<file path="src/rtl/shift_ser_tx.sv">
// shift_ser_tx
// Parallel-to-serial transmitter. It loads a 4-bit (by default) bidirectional
// shift register, used as a push/pop stack, one bit at a time.
// A word accepted over valid/ready is sent as WIDTH push strobes, LSB first.
// A drain request is sent as WIDTH pop strobes.
//
// Handshake: a word transfers on a rising edge where valid_i && ready_o.
// ready_o depends only on registered state, so the source may hold valid_i
// high for as long as it likes. data_in_i is sampled on that edge only.
//
// Optional feature: define SHIFT_SER_TX_SKID_EN to add a one-entry holding
// register. With it, the next word can be accepted while a word or drain is
// in flight, and back-to-back words go out with no idle gap.
//
// Parameters:
//   WIDTH  bits per word, equal to the downstream register depth (>= 2)
//   DIV    clock cycles per bit period (>= 1)
// Ports:
//   clk          clock, rising edge
//   rstn         synchronous active-low reset
//   data_in_i    word to transmit
//   valid_i      data_in_i valid
//   ready_o      block can accept a word this cycle
//   drain_req_i  level request to issue WIDTH pops
//   sout_o       serial bit to downstream `in`
//   senb_o       one-cycle shift strobe to downstream `enb`
//   sdir_o       1 = push, 0 = pop, to downstream `dir`
//   busy_o       state is not IDLE
//   done_o       pulse with the last strobe of a word or drain
//   state_o      current FSM state (debug)
module shift_ser_tx #(
    parameter int WIDTH = 4,
    parameter int DIV   = 1
) (
    input  logic             clk,
    input  logic             rstn,
    input  logic [WIDTH-1:0] data_in_i,
    input  logic             valid_i,
    output logic             ready_o,
    input  logic             drain_req_i,
    output logic             sout_o,
    output logic             senb_o,
    output logic             sdir_o,
    output logic             busy_o,
    output logic             done_o,
    output logic [1:0]       state_o
);

    localparam int BW = $clog2(WIDTH);
    localparam int DW = (DIV > 1) ? $clog2(DIV) : 1;
    localparam logic [BW-1:0] BLAST = BW'(WIDTH - 1);
    localparam logic [DW-1:0] DLAST = DW'(DIV - 1);

    typedef enum logic [1:0] {
        ST_IDLE  = 2'd0,
        ST_SHIFT = 2'd1,
        ST_DRAIN = 2'd2
    } state_t;

    state_t           state_q, state_d;
    logic [WIDTH-1:0] shreg_q, shreg_d;
    logic [BW-1:0]    bcnt_q,  bcnt_d;
    logic [DW-1:0]    dcnt_q,  dcnt_d;
    logic             strobe;
    logic             last;

`ifdef SHIFT_SER_TX_SKID_EN
    logic [WIDTH-1:0] hold_q, hold_d;
    logic             hold_full_q, hold_full_d;
    logic             accept;
`endif

    always_ff @(posedge clk) begin
        if (!rstn) begin
            state_q     <= ST_IDLE;
            shreg_q     <= '0;
            bcnt_q      <= '0;
            dcnt_q      <= '0;
`ifdef SHIFT_SER_TX_SKID_EN
            hold_q      <= '0;
            hold_full_q <= 1'b0;
`endif
        end else begin
            state_q     <= state_d;
            shreg_q     <= shreg_d;
            bcnt_q      <= bcnt_d;
            dcnt_q      <= dcnt_d;
`ifdef SHIFT_SER_TX_SKID_EN
            hold_q      <= hold_d;
            hold_full_q <= hold_full_d;
`endif
        end
    end

    // A strobe is due at the end of every bit period while a word or drain is active.
    assign strobe = (state_q != ST_IDLE) && (dcnt_q == DLAST);
    assign last   = strobe && (bcnt_q == BLAST);

    always_comb begin
        state_d = state_q;
        shreg_d = shreg_q;
        bcnt_d  = bcnt_q;
        dcnt_d  = dcnt_q;
`ifdef SHIFT_SER_TX_SKID_EN
        hold_d      = hold_q;
        hold_full_d = hold_full_q;
        accept      = valid_i && !hold_full_q;
`endif

        case (state_q)
            ST_IDLE: begin
                // A word wins over a drain request that arrives in the same cycle.
                if (valid_i) begin
                    shreg_d = data_in_i;
                    bcnt_d  = '0;
                    dcnt_d  = '0;
                    state_d = ST_SHIFT;
                end else if (drain_req_i) begin
                    bcnt_d  = '0;
                    dcnt_d  = '0;
                    state_d = ST_DRAIN;
                end
            end

            ST_SHIFT, ST_DRAIN: begin
                dcnt_d = strobe ? '0 : dcnt_q + DW'(1);
                if (strobe) begin
                    bcnt_d = bcnt_q + BW'(1);
                    if (state_q == ST_SHIFT) begin
                        shreg_d = {1'b0, shreg_q[WIDTH-1:1]};
                    end
                end
                if (last) begin
                    bcnt_d  = '0;
                    dcnt_d  = '0;
                    state_d = ST_IDLE;
`ifdef SHIFT_SER_TX_SKID_EN
                    // Chain straight into the next word, with no idle cycle.
                    // A word that arrives on the done cycle itself bypasses the
                    // holding register.
                    if (hold_full_q) begin
                        shreg_d     = hold_q;
                        hold_full_d = 1'b0;
                        state_d     = ST_SHIFT;
                    end else if (accept) begin
                        shreg_d = data_in_i;
                        state_d = ST_SHIFT;
                    end
`endif
                end
`ifdef SHIFT_SER_TX_SKID_EN
                else if (accept) begin
                    hold_d      = data_in_i;
                    hold_full_d = 1'b1;
                end
`endif
            end

            default: begin
                state_d = ST_IDLE;
            end
        endcase
    end

    // All outputs are decoded from registered state only.
    assign senb_o  = strobe;
    assign done_o  = last;
    assign sout_o  = (state_q == ST_SHIFT) ? shreg_q[0] : 1'b0;
    assign sdir_o  = (state_q == ST_SHIFT);
    assign busy_o  = (state_q != ST_IDLE);
    assign state_o = state_q;
`ifdef SHIFT_SER_TX_SKID_EN
    assign ready_o = !hold_full_q;
`else
    assign ready_o = (state_q == ST_IDLE);
`endif

endmodule

</file>
<file path="config.mk">
export PLATFORM = sky130hd
export DESIGN_NAME = shift_ser_tx
export DESIGN_NICKNAME = d
export VERILOG_FILES = /design/src/rtl/shift_ser_tx.sv
export SDC_FILE = /design/constraint.sdc
export NUM_CORES = 1
export LEC_CHECK = 0
export BUFFER_PORTS_ARGS = -buffer_cell sky130_fd_sc_hd__buf_2
export CAP_MARGIN = 10
export CORE_AREA = 2 2 51 43
export CTS_CLUSTER_DIAMETER = 60
export DETAILED_ROUTE_END_ITERATION = 10
export DIE_AREA = 0 0 53 45
export GPL_TIMING_DRIVEN = 0
export SLEW_MARGIN = 15
export SYNTH_ARGS = -nofsm -noshare
export SYNTH_HDL_FRONTEND = slang
export SYNTH_SLANG_ARGS = --single-unit
</file>
<file path="constraint.sdc">
create_clock -name clk -period 1.6 [get_ports clk]
set_input_delay 0.08 -clock clk [delete_from_list [all_inputs] [get_ports clk]]
set_output_delay 0.08 -clock clk [all_outputs]
set_load 0.02 [all_outputs]
</file>
Word level (Yosys, flattened, before mapping)

Index checks and enable logic that the tools add are counted.

Register bits after elaboration: 9
Latch bits: 0
Bits in writable memories: 0
Bits in read-only memories: 0
Input bits: 8
Output and inout bits: 8
Memories kept: 0

$add $sub $neg: 2
$mul: 0
Div/mod/pow operators: 0
Magnitude comparators: 0
Eq/ne operators: 9
Shift operators: 0
Multiplexer cells: 19
Bitwise gates (word level): 1
Reduce and logical (&&, ||, !) cells: 10

Operators by type and width:

| operator                                                              | count |
|---|---|
| 2-bit 2-to-1 mux                                                      | 7 |
| 4-bit 2-to-1 mux                                                      | 3 |
| 2-bit != test, second input constant                                  | 4 |
| 2-bit case mux with 2 select lines                                    | 2 |
| 4-bit case mux with 2 select lines                                    | 1 |
| 1-bit 2-to-1 mux                                                      | 5 |
| 2-bit equality test, second input constant                            | 2 |
| 2-bit AND reduction                                                   | 2 |
| 4-bit AND reduction                                                   | 1 |
| 2-bit nonzero test                                                    | 2 |
| 3-bit by 2-bit != test with 1-bit output, second input constant       | 1 |
| 3-bit != test, second input constant                                  | 1 |
| 3-bit AND reduction                                                   | 1 |
| 2-bit by 1-bit adder with 2-bit output, second input constant         | 1 |
| 2-bit by 1-bit equality test with 1-bit output, second input constant | 1 |
| 1-bit logical AND                                                     | 2 |
| 2-bit zero test                                                       | 1 |
| 1-bit case mux with 2 select lines                                    | 1 |
| 2-bit OR reduction                                                    | 1 |
| 1-bit adder, second input constant                                    | 1 |
| 1-bit inverter                                                        | 1 |

Depth between registers and ports, before layout

Gate-level depths: netlist of run 1.

Depth after elaboration: 5
Mapped depth: 6
Mapped depth without buffers: 5

Worst setup path before layout of run 1

No wires, ideal clock.

Path kind: register -> register
Start: register state_q[0] (netlist: state_o[0])
End: register bcnt_q[0]
Arrival time: 1.822 ns
Path slack: -0.288 ns
Stages on the path, launching flop included: 7
Cell sequence: dfxtp_1 -> inv_1 -> ha_1 -> buf_4 -> or3b_4 -> a211o_1 -> a21boi_2

Word-level cells in the longest chain between the ends: 5

RTL lines:

| element                                                                                    | line | text |
|---|---|---|
| from (decl)                                                                                | 60   | `state_t state_q, state_d;` |
| from (signal assigned)                                                                     | 84   | `state_q <= state_d;` |
| 2-bit nonzero test                                                                         | 96   | `assign strobe = (state_q != ST_IDLE) && (dcnt_q == DLAST);` |
| 1-bit logical AND                                                                          | 96   |  |
| 1-bit logical AND                                                                          | 97   | `assign last = strobe && (bcnt_q == BLAST);` |
| 3-bit != test (no source line) or 2-bit 2-to-1 mux (tied branches)                         | --   |  |
| 3-bit AND reduction (no source line) or 2-bit case mux with 2 select lines (tied branches) | --   |  |
| to (signal assigned)                                                                       | 86   | `bcnt_q <= bcnt_d;` |
| to (decl)                                                                                  | 62   | `logic [BW-1:0] bcnt_q, bcnt_d;` |

Parallel ways exist; a longest one is shown, timed or not.
A chain may end at the register's enable or synchronous reset.

Worst setup path after layout of run 1

Start: register state_q[1] (netlist: state_o[1])
End: register bcnt_q[0]

The elaborated chain is that of the path after synthesis.

==> flow_results.xml, run 1 <==
<?xml version="1.0" encoding="UTF-8"?>
<metrics>
  <group name="status">
    <metric name="run_status" unit="">finished clean</metric>
  </group>
  <group name="timing">
    <metric name="hold_violations" unit="">0</metric>
    <metric name="final.min_clock_period" unit="ns">1.53</metric>
    <metric name="timing_worst_slew_pin_value" unit="ns">0.400</metric>
    <metric name="setup_viol_count_final" unit="">0</metric>
    <metric name="post-route-worst-setup-slack" unit="ns">0.0704</metric>
    <metric name="min_period_over_period" unit="%">95.6</metric>
    <metric name="timing.slew.headroom" unit="%">73.3</metric>
    <metric name="slew_viol_final" unit="">0</metric>
    <metric name="rsz0062_at_grt" unit="">no</metric>
    <metric name="timing.clock.skew" unit="ns">0.000839</metric>
    <metric name="achievable-frequency" unit="MHz">654</metric>
    <metric name="final.setup.tns" unit="ns">0</metric>
    <metric name="worst_hold_slack" unit="ns">0.0949</metric>
  </group>
  <group name="detailed_routing">
    <metric name="avgViaCountPerCell" unit="">4.76</metric>
    <metric name="detail_route.first_pass.iterations" unit="">4</metric>
    <metric name="drtIter0Drc" unit="">8</metric>
    <metric name="detail-route-antenna-nets" unit="">0</metric>
    <metric name="routed_length_per_placed_instance" unit="um">11.7</metric>
    <metric name="detail_route.wirelength" unit="mm">1.30</metric>
    <metric name="num_vias" unit="">528</metric>
    <metric name="drcViolationCount" unit="">0</metric>
  </group>
  <group name="critical_path">
    <metric name="end_kind" unit="">register</metric>
    <metric name="worstPathMaxFanout" unit="">5</metric>
    <metric name="critical_path.cell_chain" unit="">inv_2, ha_4, or3b_4, a211o_1, a21boi_2</metric>
    <metric name="crit_path_max_incr_delay" unit="ns">0.40</metric>
    <metric name="crit_required" unit="ns">1.80</metric>
    <metric name="ff2ff_path_depth" unit="">5</metric>
    <metric name="arrival" unit="ns">1.73</metric>
    <metric name="path_class" unit="">register to register</metric>
    <metric name="startpoint_kind_of_the_worst_setup_timing_path" unit="">register</metric>
    <metric name="cpMaxStageDelayCell" unit="">sky130_fd_sc_hd__or3b_4</metric>
    <metric name="ff_to_ff_setup_slack" unit="ns">0.07</metric>
  </group>
  <group name="place">
    <metric name="postPlaceCellArea" unit="sq um">756</metric>
    <metric name="io_buffer_count" unit="">15</metric>
    <metric name="pre_cts_slack" unit="ns">-0.0435</metric>
    <metric name="hpwl" unit="um">981</metric>
    <metric name="place_congestion" unit="">0.695</metric>
  </group>
  <group name="global_route">
    <metric name="grt_pass1_wl" unit="mm">2.06</metric>
    <metric name="grt_start_max_net_pins" unit="">11</metric>
    <metric name="first_global_vias" unit="">488</metric>
    <metric name="residual_overflow_from_global_routing" unit="">0</metric>
    <metric name="grt_antenna_before_repair" unit="">0</metric>
    <metric name="global_router_s_overall_resource_usage" unit="%">12.2</metric>
  </group>
  <group name="pwr">
    <metric name="peakVddDrop" unit="uV">744</metric>
    <metric name="power.density_cell_area" unit="nW/um^2">2030</metric>
    <metric name="leakage" unit="nW">0.393</metric>
    <metric name="total_power" unit="mW">1.65</metric>
  </group>
  <group name="synth">
    <metric name="avg_inst_size_synth" unit="sq um">9.61</metric>
    <metric name="synth_top_family_by_area" unit="">simple AND/OR/NAND/NOR gates</metric>
    <metric name="synthAdderAreaFrac" unit="%">14.0</metric>
    <metric name="syn-instance-count" unit="">65</metric>
    <metric name="yosysWarningCount" unit="">0</metric>
    <metric name="yosysSeqAreaShare" unit="%">28.9</metric>
    <metric name="synth_seq_cells" unit="">9</metric>
    <metric name="synth_xor_xnor_area_share" unit="%">0</metric>
    <metric name="syn_area" unit="sq um">624</metric>
    <metric name="post_synth_and_or_nand_nor_area_fraction" unit="%">19.6</metric>
    <metric name="yosys-mux-area-fraction" unit="%">13.4</metric>
    <metric name="yosys.cell_types.count" unit="">29</metric>
    <metric name="synth_compound_gate_area_share" unit="%">18.6</metric>
    <metric name="syn_nets" unit="">80</metric>
  </group>
  <group name="layout">
    <metric name="drive_above_1_share" unit="%">43.7</metric>
    <metric name="most-common-layout-cells" unit="">14 x sky130_fd_sc_hd__buf_2, 9 x sky130_fd_sc_hd__nand2_1, 7 x sky130_fd_sc_hd__dfxtp_1</metric>
    <metric name="num-nets-final" unit="">103</metric>
    <metric name="fin_area" unit="sq um">813</metric>
    <metric name="syn_to_final_growth" unit="%">30.3</metric>
    <metric name="layout.cells.most_common" unit="">sky130_fd_sc_hd__buf_2</metric>
    <metric name="antenna_cells" unit="">0</metric>
  </group>
  <group name="floorplan">
    <metric name="chipWidth" unit="um">53</metric>
    <metric name="ios" unit="">16</metric>
    <metric name="dieArea" unit="sq um">2390</metric>
    <metric name="die_h" unit="um">45</metric>
    <metric name="placement_row_count" unit="">14</metric>
    <metric name="core_region_area" unit="sq um">1840</metric>
    <metric name="start_util" unit="%">33.9</metric>
  </group>
  <group name="clocking">
    <metric name="num_cts_buffers" unit="">3</metric>
    <metric name="htreeDepth" unit="">1</metric>
    <metric name="cts_max_path_buffers" unit="">2</metric>
    <metric name="clock-sinks" unit="">9</metric>
    <metric name="clock_tree.root_cell" unit="">sky130_fd_sc_hd__clkbuf_4</metric>
    <metric name="clk_transition_reported_paths" unit="ns">0.06</metric>
    <metric name="tritoncts" unit="">yes</metric>
    <metric name="clock_insertion_delay_worst_skew" unit="ns">0.26</metric>
  </group>
  <group name="worst_hold_path">
    <metric name="timing.hold.worst_path_depth" unit="">3</metric>
    <metric name="hold_path_class" unit="">input port to register</metric>
  </group>
  <group name="job">
    <metric name="reported_max_cap_violation_count" unit="">0</metric>
  </group>
</metrics>
==> metal layers <==
metal / vias up / part of all wire [%] / GRT usage, %
met3: 4 / 6.0 / 4.30
met4: 0 / 1.5 / 6.15
met5: - / 0 / 0
li1: 269 / - / -
met1: 240 / 47 / 14.7
met2: 15 / 45 / 19.3
==> cell families after synthesis <==
| group | count (synthesis) |
|---|---|
| compound gates | 12 |
| mux | 8 |
| flops | 9 |
| buf+inv | 8 |
| fa+ha+maj | 7 |
| simple gates | 21 |
==> per-stage QoR <==
| stage | cells | util (%) |
|---|---|---|
| floorplan | 65 | - |
| global placement | 104 | 41.1 |
| detailed placement | 104 | 41.1 |
| CTS | 109 | 43.0 |
| global route | 111 | 44.2 |
| finish | 111 | 44.2 |
==> flip-flops by register name (all words and copies together) (netlist names) <==
name and flops:
shreg_q 4, bcnt_q 2, dcnt_q 1, state_o 2
==> Yosys cell counts <==
master | number | share of area (%)
sky130_fd_sc_hd__dfxtp_1 | 9 | 29
sky130_fd_sc_hd__inv_1 | 6 | 3.6
sky130_fd_sc_hd__o211ai_1 | 2 | 2.4
sky130_fd_sc_hd__a2111o_1 | 1 | 1.8
sky130_fd_sc_hd__mux2_2 | 3 | 5.4
sky130_fd_sc_hd__buf_4 | 1 | 1.2
sky130_fd_sc_hd__and2_1 | 1 | 1.0
sky130_fd_sc_hd__nor2b_1 | 2 | 2.0
sky130_fd_sc_hd__a21oi_1 | 1 | 0.80
sky130_fd_sc_hd__or2_0 | 1 | 1.0
sky130_fd_sc_hd__or3b_2 | 1 | 1.4
sky130_fd_sc_hd__o21ai_0 | 1 | 0.80
sky130_fd_sc_hd__a21boi_2 | 1 | 1.8
sky130_fd_sc_hd__nand3b_1 | 1 | 1.2
sky130_fd_sc_hd__a21o_1 | 1 | 1.2
sky130_fd_sc_hd__ha_1 | 7 | 14
sky130_fd_sc_hd__or4_1 | 1 | 1.2
sky130_fd_sc_hd__mux2i_1 | 5 | 8.0
sky130_fd_sc_hd__nand2_1 | 9 | 5.4
sky130_fd_sc_hd__or2b_1 | 1 | 1.2
sky130_fd_sc_hd__or2_4 | 1 | 1.4
sky130_fd_sc_hd__o211a_1 | 1 | 1.6
sky130_fd_sc_hd__a211o_1 | 1 | 1.4
sky130_fd_sc_hd__or3b_4 | 1 | 1.8
sky130_fd_sc_hd__nor3b_1 | 1 | 1.2
sky130_fd_sc_hd__nand3_1 | 1 | 0.80
sky130_fd_sc_hd__clkbuf_1 | 1 | 0.60
sky130_fd_sc_hd__a21boi_0 | 2 | 2.4
sky130_fd_sc_hd__a2111oi_4 | 1 | 4.4
==> path summary, 6_finish.rpt <==
check                     from          to
setup reg to reg    state_o[1]   bcnt_q[0]
hold / removal    data_in_i[3]  shreg_q[3]
setup / recovery    state_o[1]   bcnt_q[0]
hold reg to reg     shreg_q[0]  shreg_q[0]
==> critical path: cells and delay by family, from the launching register on <==
kind	cells	cell delay (ns)
AND/OR/NAND/NOR	1	0.40
AO/OA/AOI/OAI	2	0.38
flip-flops	1	0.35
adder cells (fa/ha/maj)	1	0.29
buffers and inverters	1	0.06
==> where the power goes <==
part	switching, mW	internal [mW]
combinational	0.552	0.550
sequential	0.0495	0.320
clock	0.0854	0.0965
total	0.686	0.967
==> what timing repair did <==
item / in CTS / in global routing
setup endpoints to repair: 8 / 8
gates resized for setup: 2 / 3
pin swaps: 0 / 2
hold buffers: 0 / 0
setup buffers: 2 / 2
==> final cells by class <==
class | instances | area [sq um]
plain buffers | 1 | 3.75
well taps | 24 | 30.0
inverters | 6 | 22.5
repair buffers | 19 | 108
multi-input cells | 48 | 435
flip-flops and latches | 9 | 188
clock buffers | 4 | 26.3
fillers | 183 | 1030
Note: power is estimated with default switching activity, not from simulation.
==> inputs of run 2 (changes only) <==
Settings changed: CAP_MARGIN 10 to 20, CTS_BUF_LIST from default to sky130_fd_sc_hd__clkbuf_2, PLACE_DENSITY from default to 0.58.
==> run 2 against run 1 <==
  * Global-route usage increased by 0.13 points
  * Largest power group unchanged
  * Clock power down 21%
  * Count of clock-buffer cells in the layout did not move
  * Critical path type unchanged
  * Cell count unchanged
  * Sequential power about the same
  * Sequential cell count stayed put
  * Critical path depth did not move
  * Via count fell by 1.1%
  * Die area unchanged
  * Register-to-register slack about the same
==> flow_results.xml, run 2 (synthesis results as in run 1) <==
<?xml version="1.0" encoding="UTF-8"?>
<metrics>
  <group name="critical_path">
    <metric name="path_class" unit="">register to register</metric>
    <metric name="critical_path.cell_chain" unit="">inv_2, ha_4, or3b_4, a211o_1, a21boi_2</metric>
    <metric name="r2r-end" unit="">bcnt_q[0]</metric>
    <metric name="arrival" unit="ns">1.71</metric>
    <metric name="crit_path_max_incr_delay" unit="ns">0.40</metric>
    <metric name="ff_to_ff_setup_slack" unit="ns">0.08</metric>
    <metric name="cpMaxStageDelayCell" unit="">sky130_fd_sc_hd__or3b_4</metric>
    <metric name="ff2ff_path_depth" unit="">5</metric>
    <metric name="startpoint_kind_of_the_worst_setup_timing_path" unit="">register</metric>
    <metric name="end_kind" unit="">register</metric>
    <metric name="worst_r2r_startpoint" unit="">state_o[1]</metric>
    <metric name="worstPathMaxFanout" unit="">6</metric>
    <metric name="crit_required" unit="ns">1.78</metric>
  </group>
  <group name="timing">
    <metric name="worst_hold_slack" unit="ns">0.107</metric>
    <metric name="timing_worst_slew_pin_value" unit="ns">0.397</metric>
    <metric name="min_period_over_period" unit="%">95.1</metric>
    <metric name="final.setup.tns" unit="ns">0</metric>
    <metric name="setup_viol_count_final" unit="">0</metric>
    <metric name="final.min_clock_period" unit="ns">1.52</metric>
    <metric name="timing.slew.headroom" unit="%">73.5</metric>
    <metric name="hold_violations" unit="">0</metric>
    <metric name="achievable-frequency" unit="MHz">657</metric>
    <metric name="timing.clock.skew" unit="ns">0.00182</metric>
    <metric name="rsz0062_at_grt" unit="">yes</metric>
    <metric name="slew_viol_final" unit="">0</metric>
  </group>
  <group name="detailed_routing">
    <metric name="avgViaCountPerCell" unit="">4.70</metric>
    <metric name="drtIter0Drc" unit="">6</metric>
    <metric name="routed_length_per_placed_instance" unit="um">11.5</metric>
    <metric name="num_vias" unit="">522</metric>
    <metric name="detail-route-antenna-nets" unit="">0</metric>
    <metric name="detail_route.wirelength" unit="mm">1.28</metric>
    <metric name="drcViolationCount" unit="">0</metric>
    <metric name="detail_route.first_pass.iterations" unit="">4</metric>
  </group>
  <group name="job">
    <metric name="reported_max_cap_violation_count" unit="">0</metric>
  </group>
  <group name="floorplan">
    <metric name="chipWidth" unit="um">53</metric>
    <metric name="die_h" unit="um">45</metric>
    <metric name="placement_row_count" unit="">14</metric>
    <metric name="dieArea" unit="sq um">2390</metric>
    <metric name="ios" unit="">16</metric>
    <metric name="core_region_area" unit="sq um">1840</metric>
    <metric name="start_util" unit="%">33.9</metric>
  </group>
  <group name="global_route">
    <metric name="first_global_vias" unit="">491</metric>
    <metric name="global_router_s_overall_resource_usage" unit="%">12.3</metric>
    <metric name="grt_start_max_net_pins" unit="">11</metric>
    <metric name="grt_pass1_wl" unit="mm">2.06</metric>
    <metric name="residual_overflow_from_global_routing" unit="">0</metric>
    <metric name="grt_antenna_before_repair" unit="">0</metric>
  </group>
  <group name="clocking">
    <metric name="clock-sinks" unit="">9</metric>
    <metric name="clock_insertion_delay_worst_skew" unit="ns">0.24</metric>
    <metric name="num_cts_buffers" unit="">3</metric>
    <metric name="clock_tree.root_cell" unit="">sky130_fd_sc_hd__clkbuf_2</metric>
    <metric name="clk_transition_reported_paths" unit="ns">0.09</metric>
    <metric name="cts_max_path_buffers" unit="">2</metric>
    <metric name="tritoncts" unit="">yes</metric>
    <metric name="htreeDepth" unit="">1</metric>
  </group>
  <group name="worst_hold_path">
    <metric name="hp-start" unit="">data_in_i[3]</metric>
    <metric name="end_point_of_the_most_critical_hold_path" unit="">shreg_q[3]</metric>
    <metric name="hold_path_class" unit="">input port to register</metric>
    <metric name="timing.hold.worst_path_depth" unit="">3</metric>
  </group>
  <group name="pwr">
    <metric name="peakVddDrop" unit="uV">712</metric>
    <metric name="leakage" unit="nW">0.396</metric>
    <metric name="power.density_cell_area" unit="nW/um^2">2000</metric>
  </group>
  <group name="layout">
    <metric name="final_core_utilization" unit="%">43.9</metric>
    <metric name="antenna_cells" unit="">0</metric>
    <metric name="syn_to_final_growth" unit="%">29.3</metric>
    <metric name="number_of_flip_flops_in_the_largest_register" unit="">4</metric>
    <metric name="most-common-layout-cells" unit="">14 x sky130_fd_sc_hd__buf_2, 9 x sky130_fd_sc_hd__nand2_1, 7 x sky130_fd_sc_hd__dfxtp_1</metric>
    <metric name="drive_above_1_share" unit="%">44.8</metric>
    <metric name="area.sequential" unit="sq um">188</metric>
    <metric name="multi_input_comb_area" unit="sq um">435</metric>
    <metric name="num-nets-final" unit="">103</metric>
    <metric name="finalNonFillerCells" unit="">111</metric>
    <metric name="registers.top_by_ff_count" unit="">shreg_q</metric>
    <metric name="layout.cells.most_common" unit="">sky130_fd_sc_hd__buf_2</metric>
    <metric name="num-fill-cells" unit="">189</metric>
  </group>
  <group name="place">
    <metric name="hpwl" unit="um">980</metric>
    <metric name="place_congestion" unit="">0.699</metric>
    <metric name="io_buffer_count" unit="">15</metric>
    <metric name="dp_cells" unit="">104</metric>
  </group>
  <group name="status">
    <metric name="run_status" unit="">finished clean</metric>
  </group>
</metrics>
-- run 2: metrics by stage --
step	area (sq um)	total power [mW]	setup WS, ns
2_1_floorplan	651	1.19	-0.0206
3_3_place_gp	756	1.40	-0.0299
3_5_place_dp	756	1.41	-0.0453
4_1_cts	785	1.57	0.0112
5_1_grt	807	1.74	-0.00106
6_report	807	1.61	0.0788
-- run 2: worst max-delay path by stage --
stage | start | to
2_1_floorplan | state_o[0] | bcnt_q[0]
3_3_place_gp | state_o[0] | bcnt_q[0]
3_5_place_dp | state_o[0] | bcnt_q[0]
4_1_cts | state_o[1] | state_o[1]
5_1_grt | state_o[1] | shreg_q[3]
6_report | state_o[1] | bcnt_q[0]
-- run 2: what timing repair did --
item                       4_1_cts  5_1_grt
pin swaps                        0        3
setup endpoints to repair        9        9
resized for setup                2        2
buffers inserted                 2        2
hold buffers                     0        0
-- run 2: worst max-delay path: cells and delay by family (launching register included) --
kind / cells / cell delay [ns]
buf+inv: 1 / 0.06
simple gates: 1 / 0.40
fa+ha+maj: 1 / 0.29
flops: 1 / 0.35
compound gates: 2 / 0.36
-- run 2: power breakdown --
| part | leakage, nW | switching, mW | total (mW) | internal (mW) |
|---|---|---|---|---|
| combinational | 0.305 | 0.550 | 1.10 | 0.552 |
| sequential | 0.0750 | 0.0492 | 0.369 | 0.319 |
| clock | 0.0166 | 0.0778 | 0.144 | 0.0664 |
| total | 0.396 | 0.677 | 1.61 | 0.937 |
-- run 2: cell type report --
type                    count  share of cell area [%]
plain buffers               1                   0.465
flip-flops and latches      9                    23.3
repair buffers             19                    13.3
well taps                  24                    3.72
inverters                   6                    2.79
clock buffers               4                    2.48
multi-input cells          48                    54.0
-- run 2: per-layer routing --
| layer | global-route usage, % | wire length, um |
|---|---|---|
| met1 | 16.1 | 636 |
| met3 | 4.64 | 97 |
| met2 | 17.0 | 535 |
| met4 | 7.69 | 12 |
| met5 | 0 | 0 |
